`src/rtl/pixel_coord_gen_pkg.sv`:
```
// Shared types and helpers for the raster coordinate generator.
// Coordinates leave the block as Q11.21 fixed point.
package pixel_coord_gen_pkg;

    localparam int FRAC_Q11_21      = 21;
    localparam int DEF_H_RES        = 640;
    localparam int DEF_V_RES        = 480;
    localparam int DEF_MAX_INFLIGHT = 1;
    localparam int CREDIT_W         = 4;

    typedef logic [31:0] q11_21_t;

    typedef enum logic [1:0] {
        ST_IDLE  = 2'd0,
        ST_ISSUE = 2'd1,
        ST_DRAIN = 2'd2
    } gen_state_e;

    function automatic q11_21_t int_to_q(input logic [31:0] v, input int frac);
        return v << frac;
    endfunction

endpackage

```
`src/rtl/pixel_coord_gen_raster_counter.sv`:
```
// Raster walker: x/y counters with enable, clear and
// frame-position flags.
module pixel_coord_gen_raster_counter
    import pixel_coord_gen_pkg::*;
#(
    parameter int H_RES = DEF_H_RES,
    parameter int V_RES = DEF_V_RES,
    parameter int XW    = $clog2(DEF_H_RES),
    parameter int YW    = $clog2(DEF_V_RES)
) (
    input  logic          clk,
    input  logic          rst_gen,
    input  logic          en,
    input  logic          clr,
    output logic [XW-1:0] x_cnt,
    output logic [YW-1:0] y_cnt,
    output logic          last_pixel,
    output logic          sof,
    output logic          eol
);

    localparam logic [XW-1:0] X_LAST = XW'(H_RES - 1);
    localparam logic [YW-1:0] Y_LAST = YW'(V_RES - 1);

    logic x_last;
    logic y_last;

    assign x_last     = (x_cnt == X_LAST);
    assign y_last     = (y_cnt == Y_LAST);
    assign last_pixel = x_last & y_last;
    assign sof        = (x_cnt == '0) & (y_cnt == '0);
    assign eol        = x_last;

    always_ff @(posedge clk or negedge rst_gen) begin
        if (!rst_gen) begin
            x_cnt <= '0;
            y_cnt <= '0;
        end else if (clr) begin
            x_cnt <= '0;
            y_cnt <= '0;
        end else if (en) begin
            if (x_last) begin
                x_cnt <= '0;
                y_cnt <= y_last ? '0 : y_cnt + YW'(1);
            end else begin
                x_cnt <= x_cnt + XW'(1);
            end
        end
    end

endmodule

```
`src/rtl/pixel_coord_gen.sv`:
```
// Frame sequencer: issues raster coordinates under a credit
// limit on pixels outstanding in the ray marcher.
module pixel_coord_gen
    import pixel_coord_gen_pkg::*;
#(
    parameter int H_RES        = DEF_H_RES,
    parameter int V_RES        = DEF_V_RES,
    parameter int MAX_INFLIGHT = DEF_MAX_INFLIGHT,
    parameter int FRAC_BITS    = FRAC_Q11_21
) (
    input  logic        clk,
    input  logic        rst_gen,
    input  logic        start,
    input  logic        continuous,
    input  logic        abort,
    input  logic        pixel_done,
    input  logic        ready_in,
    output logic [31:0] screen_x,
    output logic [31:0] screen_y,
    output logic        valid_out,
    output logic        sof,
    output logic        eol,
    output logic        busy,
    output logic        frame_done,
    output logic        underflow_err
);

    localparam int XW = (H_RES > 1) ? $clog2(H_RES) : 1;
    localparam int YW = (V_RES > 1) ? $clog2(V_RES) : 1;
    localparam logic [CREDIT_W-1:0] CREDIT_MAX = CREDIT_W'(MAX_INFLIGHT);

    if (H_RES > (1 << (31 - FRAC_BITS)) ||
        V_RES > (1 << (31 - FRAC_BITS))) begin : g_res_check
        $error("pixel_coord_gen: resolution exceeds coordinate range");
    end

    if (MAX_INFLIGHT < 1 || MAX_INFLIGHT > 15) begin : g_credit_check
        $error("pixel_coord_gen: MAX_INFLIGHT must be 1..15");
    end

    gen_state_e            state;
    logic                  abort_flag;
    logic [CREDIT_W-1:0]   inflight;
    logic [XW-1:0]         x_cnt;
    logic [YW-1:0]         y_cnt;
    logic                  last_pixel;
    logic                  cnt_sof;
    logic                  cnt_eol;
    logic                  fire;
    logic                  done_ok;
    logic                  drain_ok;

    // Credits and state move only on fire or state exit, so
    // valid_out and the coordinates hold until accepted.
    assign valid_out = (state == ST_ISSUE) && (inflight < CREDIT_MAX);
    assign fire      = valid_out && ready_in;
    assign done_ok   = pixel_done && (inflight != '0);
    assign drain_ok  = (inflight == '0) ||
                       ((inflight == CREDIT_W'(1)) && pixel_done);

    assign screen_x = int_to_q(32'(x_cnt), FRAC_BITS);
    assign screen_y = int_to_q(32'(y_cnt), FRAC_BITS);
    assign sof      = valid_out & cnt_sof;
    assign eol      = valid_out & cnt_eol;
    assign busy     = (state != ST_IDLE);

    pixel_coord_gen_raster_counter #(
        .H_RES (H_RES),
        .V_RES (V_RES),
        .XW    (XW),
        .YW    (YW)
    ) u_raster (
        .clk        (clk),
        .rst_gen    (rst_gen),
        .en         (fire),
        .clr        ((state == ST_ISSUE) && abort),
        .x_cnt      (x_cnt),
        .y_cnt      (y_cnt),
        .last_pixel (last_pixel),
        .sof        (cnt_sof),
        .eol        (cnt_eol)
    );

    always_ff @(posedge clk or negedge rst_gen) begin
        if (!rst_gen) begin
            inflight      <= '0;
            underflow_err <= 1'b0;
        end else begin
            if (pixel_done && (inflight == '0))
                underflow_err <= 1'b1;
            if (fire && !done_ok)
                inflight <= inflight + CREDIT_W'(1);
            else if (!fire && done_ok)
                inflight <= inflight - CREDIT_W'(1);
        end
    end

    always_ff @(posedge clk or negedge rst_gen) begin
        if (!rst_gen) begin
            state      <= ST_IDLE;
            abort_flag <= 1'b0;
            frame_done <= 1'b0;
        end else begin
            frame_done <= 1'b0;
            unique case (state)
                ST_IDLE: begin
                    if (start)
                        state <= ST_ISSUE;
                end
                ST_ISSUE: begin
                    if (abort) begin
                        state      <= ST_DRAIN;
                        abort_flag <= 1'b1;
                    end else if (fire && last_pixel) begin
                        state <= ST_DRAIN;
                    end
                end
                ST_DRAIN: begin
                    if (drain_ok) begin
                        if (abort_flag || abort) begin
                            abort_flag <= 1'b0;
                            state      <= ST_IDLE;
                        end else begin
                            frame_done <= 1'b1;
                            state      <= continuous ? ST_ISSUE : ST_IDLE;
                        end
                    end else if (abort) begin
                        abort_flag <= 1'b1;
                    end
                end
                default: state <= ST_IDLE;
            endcase
        end
    end

endmodule
```
`config.mk`:
```
export PLATFORM = sky130hd
export DESIGN_NAME = pixel_coord_gen
export DESIGN_NICKNAME = d
export VERILOG_FILES = /design/src/rtl/pixel_coord_gen_pkg.sv /design/src/rtl/pixel_coord_gen_raster_counter.sv /design/src/rtl/pixel_coord_gen.sv
export SDC_FILE = /design/constraint.sdc
export NUM_CORES = 1
export LEC_CHECK = 0
export CORE_UTILIZATION = 35
export CTS_CLUSTER_DIAMETER = 60
export DETAILED_ROUTE_END_ITERATION = 7
export HOLD_SLACK_MARGIN = 0.15
export PLACE_DENSITY = 0.66
export SETUP_SLACK_MARGIN = 0.4
export SYNTH_ARGS = -nofsm -noshare
export SYNTH_HDL_FRONTEND = slang
export SYNTH_SLANG_ARGS = --single-unit
```
`constraint.sdc`:
```
create_clock -name clk -period 2.39 [get_ports clk]
set_input_delay 0.3585 -clock clk [delete_from_list [all_inputs] [get_ports clk]]
set_output_delay 0.3585 -clock clk [all_outputs]
set_load 0.01 [all_outputs]
```
-- After elaboration in Yosys (flattened, before gate mapping)
Index checks and enable logic that the tools add are counted.
- flip-flop bits (word level): 28
- $add $sub $neg: 4
- magnitude comparators: 1
- equality and inequality tests: 9
- mux-type cells: 23
- bitwise operators: 4
- reductions and logical operators: 26
- operators by type and width (kind ; count):
    9-bit two-way mux ; 4
    10-bit two-way mux ; 3
    10-bit by 1-bit adder with 10-bit output, second input constant ; 1
    10-bit equality test, second input constant ; 1
    10-bit logical NOT ; 1
    2-bit nonzero test ; 5
    9-bit by 1-bit adder with 9-bit output, second input constant ; 1
    9-bit equality test, second input constant ; 1
    1-bit logical AND ; 9
    9-bit logical NOT ; 1
    1-bit two-way mux ; 8
    2-bit two-way mux ; 4
    4-bit two-way mux ; 2
    2-bit case mux with 3 select lines ; 1
    4-bit by 1-bit adder with 4-bit output, second input constant ; 1
    1-bit bitwise AND ; 4
    4-bit by 1-bit equality test with 1-bit output, second input constant ; 1
    4-bit logical NOT ; 1
    4-bit by 1-bit less-than comparator with 1-bit output, second input constant ; 1
    2-bit inequality test, second input constant ; 2
    2-bit AND reduction ; 2
    4-bit nonzero test ; 1
    4-bit by 1-bit subtractor with 4-bit output, second input constant ; 1
    3-bit by 2-bit inequality test with 1-bit output, second input constant ; 1
    8 further kinds ; 10

-- Logic depth before layout (Yosys ltp)
- depth in word-level cells: 7
- gate-level depth with buffers: 10

-- Modules after synthesis
Synthesis repeated with hierarchy kept, for this count alone.
- cell total of the unflattened synthesis: 218
- area, all modules: 1993.2 um^2
- by module, submodules not included (module ; times used ; cells each ; area an instance (um^2)):
    pixel_coord_gen_raster_counter ; 1 ; 119 ; 1111.1
    pixel_coord_gen ; 1 ; 99 ; 882.1

-- Least setup slack after synthesis
Ideal clock, no wire load.
- kind: reg-to-reg
- from: register inflight[0]
- to: register inflight[3]
- arrival time: 2.340 ns
- required time: 2.311 ns
- path slack: -0.029 ns
- stages on the path, launching flop included: 11
- path buffers: 1
- clock period less this slack: 2.419 ns
- path through: dfrtp_1 inv_1 ha_1 nor3b_4 nand2_1 buf_2 inv_1 ha_1 or4_1 a21oi_1 xor2_1
- longest elaborated chain between the ends: 6
- elaborated cells on any way between the ends: 14
- classes of those cells: 2 x add/sub; 1 x order compare; 2 x mux; 9 x reduce/logical
- ends and longest elaborated chain (item ; line ; text):
    start: declaration ; pixel_coord_gen.sv:43 ; logic [CREDIT_W-1:0] inflight;
    start signal: assignment ; pixel_coord_gen.sv:92 ; inflight <= inflight + CREDIT_W'(1);
    start signal: assignment ; pixel_coord_gen.sv:94 ; inflight <= inflight - CREDIT_W'(1);
    4-bit by 1-bit less-than comparator with 1-bit output ; pixel_coord_gen.sv:55 ; assign valid_out = (state == ST_ISSUE) && (inflight < CREDIT_MAX);
    1-bit logical AND ; pixel_coord_gen.sv:55 ;
    1-bit logical AND ; pixel_coord_gen.sv:56 ; assign fire = valid_out && ready_in;
    1-bit logical NOT ; pixel_coord_gen.sv:93 ; else if (!fire && done_ok)
    1-bit logical AND ; pixel_coord_gen.sv:93 ;
    2-bit nonzero test (no source line) ; - ;
Parallel ways exist; a longest one is shown, timed or not. The select of a mux whose other input is x is not followed.
A chain may end at the register's enable or synchronous reset.

-- Worst setup path in the final report
- from: register inflight[1]
- to: register inflight[3]
Same word-level chain as after synthesis.

==> flow_metrics.tcl <==
set metrics [dict create \
    grt_max_degree 29 \
    crit_family "simple AND/OR/NAND/NOR gates" \
    final_layout_size_suffix_gt1_share_pct 24.91 \
    vias 1705 \
    cts_buffer_depth 2 \
    cp-end-kind "flop" \
    use_met2_pct 26.37 \
    fin_crit_ps 2128 \
    grt_overflow_total 0 \
    synth_top_area_share_pct 34.70 \
    ir_drop_uv 681.1 \
    root_buffer "clkbuf_8" \
    critical_path.max_fanout 4 \
    rows 27 \
    fmax_ghz 0.4699 \
    yosys_warnings 0 \
    start_util_pct 36.45 \
    h-tree-depth 1 \
    top_usage_layer "met2" \
    drc 0 \
    ys_seq_area_share_pct 34.70 \
    fp.dieW_um 77.96 \
    worst_ep_arrival_time_ps 2340 \
    cap_violations 0 \
    crit_path_start_kind "flop" \
    drtIter0Drc 114 \
    yosys.cell_types.count 39 \
    grt_first_pass_wirelength_um 7493 \
    port_buffers 31 \
    viasPerCell 4.830 \
    clkSinkCount 28 \
    track_usage_pct 15.48 \
    met1_usage_pct 20.80 \
    clk_latency_ps 280 \
    yosysMostFrequentCell "buf_4" \
    hold_path.class "input port to asynchronous set/reset pin" \
    ant_nets 0 \
    multi_input_area_um2 1235 \
    cpMaxStageDelayCell "or4_4" \
    first_pass_iters 4 \
    syn_avg_cell_area_um2 8.975 \
    fin_hold_ws_ps 458.4 \
    synth_common_cells "buf_4, dfrtp_1, a21oi_1" \
    die_y_um 77.96 \
    rsz0062_at_grt "yes" \
    area_growth_pct 33.02 \
    status "finished, final reports clean" \
    antenna_found_initial 0 \
    ioPinCount 77 \
    postSynthCellCount 225 \
    fin_nets 297 \
    setup_viol 0 \
    crit_chain "inv_2 > ha_4 > nor3b_4 > buf_4 > buf_6 > nand2b_4 > ha_4 > or4_4 > a21oi_2 > xor2_1" \
    cts_tree "yes" \
    critPathMaxStageDelay_ps 420 \
    async_reset_ff_share_pct 100.0 \
    setup-tns-final_ps 0 \
    grt_pass1_vias 1504 \
    cts_inserted_buffers 3 \
    synth-edff-count 0 \
    clk_pin_slew_ps 100 \
    fin_crit_sh_pct 89.05 \
    fill_cells 545 \
    p_leak_nw 1.165 \
    drt_wl_total_um 4665 \
    dieArea_um2 6078 \
    worst_clock_skew_ps 4.227 \
    crit_required_ps 2600 \
    diodes 0 \
    globalRouteMet3Util_pct 3.176 \
    cpMostUsedCell "ha_4" \
    place_congestion 0.8135 \
    synth-seq-cells 28 \
    slew_viol_final 0 \
    ys.flop_type "dfrtp_1" \
    seq_area_um2 705.7 \
    crit_buf_inv 3 \
    hpwl_um 3111 \
    synthTopCellsByArea "dfrtp_1, buf_4, ha_1, a21oi_1, or4_1" \
    path_class "flop to flop" \
    wl_per_cell_um 13.22 \
    finalHoldViolCount 0 \
    p_per_area_nw_per_um2 655.2 \
    synth_area_um2 2019 \
    yosysTopAreaCell "dfrtp_1" \
    fp.coreArea_um2 5540 \
]
final cells by class:
class | count | area share [%]
multi-input combinational | 180 | 45.97
sequential | 28 | 26.27
timing repair buffer | 58 | 20.54
tap | 72 | 3.354
clock buffer | 4 | 2.049
inverter | 11 | 1.816
power breakdown:
part | total, mW | switching (mW) | leakage (nW) | internal (mW)
clock network | 0.300 | 0.153 | 0.0288 | 0.148
registers | 0.655 | 0.103 | 0.364 | 0.552
logic | 0.805 | 0.393 | 0.772 | 0.412
sequential cells by signal, indices dropped and copies added, names as in the netlist:
signal / count
inflight: 4
u_raster.y_cnt: 9
underflow_err: 1
abort_flag: 1
frame_done: 1
u_raster.x_cnt: 10
state: 2
cell usage in the layout (no fill, tap or decap), drive strengths merged, types with 2 or more instances in the layout:
| cell | n |
|---|---|
| nand3b | 2 |
| clkbuf | 4 |
| a21o | 2 |
| and2 | 2 |
| and4 | 3 |
| and3b | 2 |
| conb | 45 |
| xnor2 | 2 |
| and3 | 3 |
| a21oi | 18 |
| nor3 | 4 |
| clkdlybuf4s50 | 28 |
| ha | 8 |
| mux2i | 2 |
| or3 | 2 |
| inv | 11 |
| o31ai | 9 |
| nand4 | 8 |
| nand2 | 11 |
| nor2 | 10 |
| o21ai | 6 |
| nand2b | 2 |
| nor4 | 4 |
| xor2 | 7 |
| or4 | 9 |
| nand3 | 10 |
| buf | 30 |
| dfrtp | 28 |
logic make-up after synthesis:
family	after synthesis	share of synthesized area (%)
compound gates	39	12.39
xor+xnor	9	3.904
simple gates	77	22.92
other cells	1	0.1857
mux	2	0.9914
fa+ha+maj	8	4.957
buf+inv	61	19.95
flops	28	34.70
per-layer routing:
metal	up-vias	share of wire, %
met1	810	45
met3	4	5.3
met5	-	0
met2	62	50
met4	0	0.34
li1	829	-
timing repair:
action	CTS	global route
gates resized for setup	30	27
pin swaps	13	14
buffers inserted	11	9
gates cloned	0	0
hold buffers	0	0
endpoints found under the setup margin	14	20
worst paths after layout:
| kind | from | endpoint | slack, ps | cells after the start |
|---|---|---|---|---|
| max | inflight[1] | inflight[3] | 260 | 10 |
| min | rst_gen | inflight[1] | 460 | 2 |
| max reg2reg | inflight[1] | inflight[3] | 260 | 10 |
| min reg2reg | underflow_err | underflow_err | 490 | 1 |
| max in group asynchronous | rst_gen | u_raster.x_cnt[1] | 1630 | 2 |
| min in group clk | underflow_err | underflow_err | 490 | 1 |
per-stage QoR:
step / instances / worst slack [ps] / util, % / power [mW] / cell area (um^2)
detailed placement: 329 / 62.54 / 41.51 / 1.214 / 2300
global placement: 329 / 155.4 / 41.51 / 1.203 / 2300
CTS: 344 / 251.4 / 45.46 / 1.671 / 2519
global route: 353 / 196.1 / 48.49 / 1.874 / 2686
floorplan: 269 / 257.2 / - / 1.069 / 2215
finish: 353 / 261.8 / 48.49 / 1.760 / 2686
Note: power is estimated with default switching activity, not from simulation.
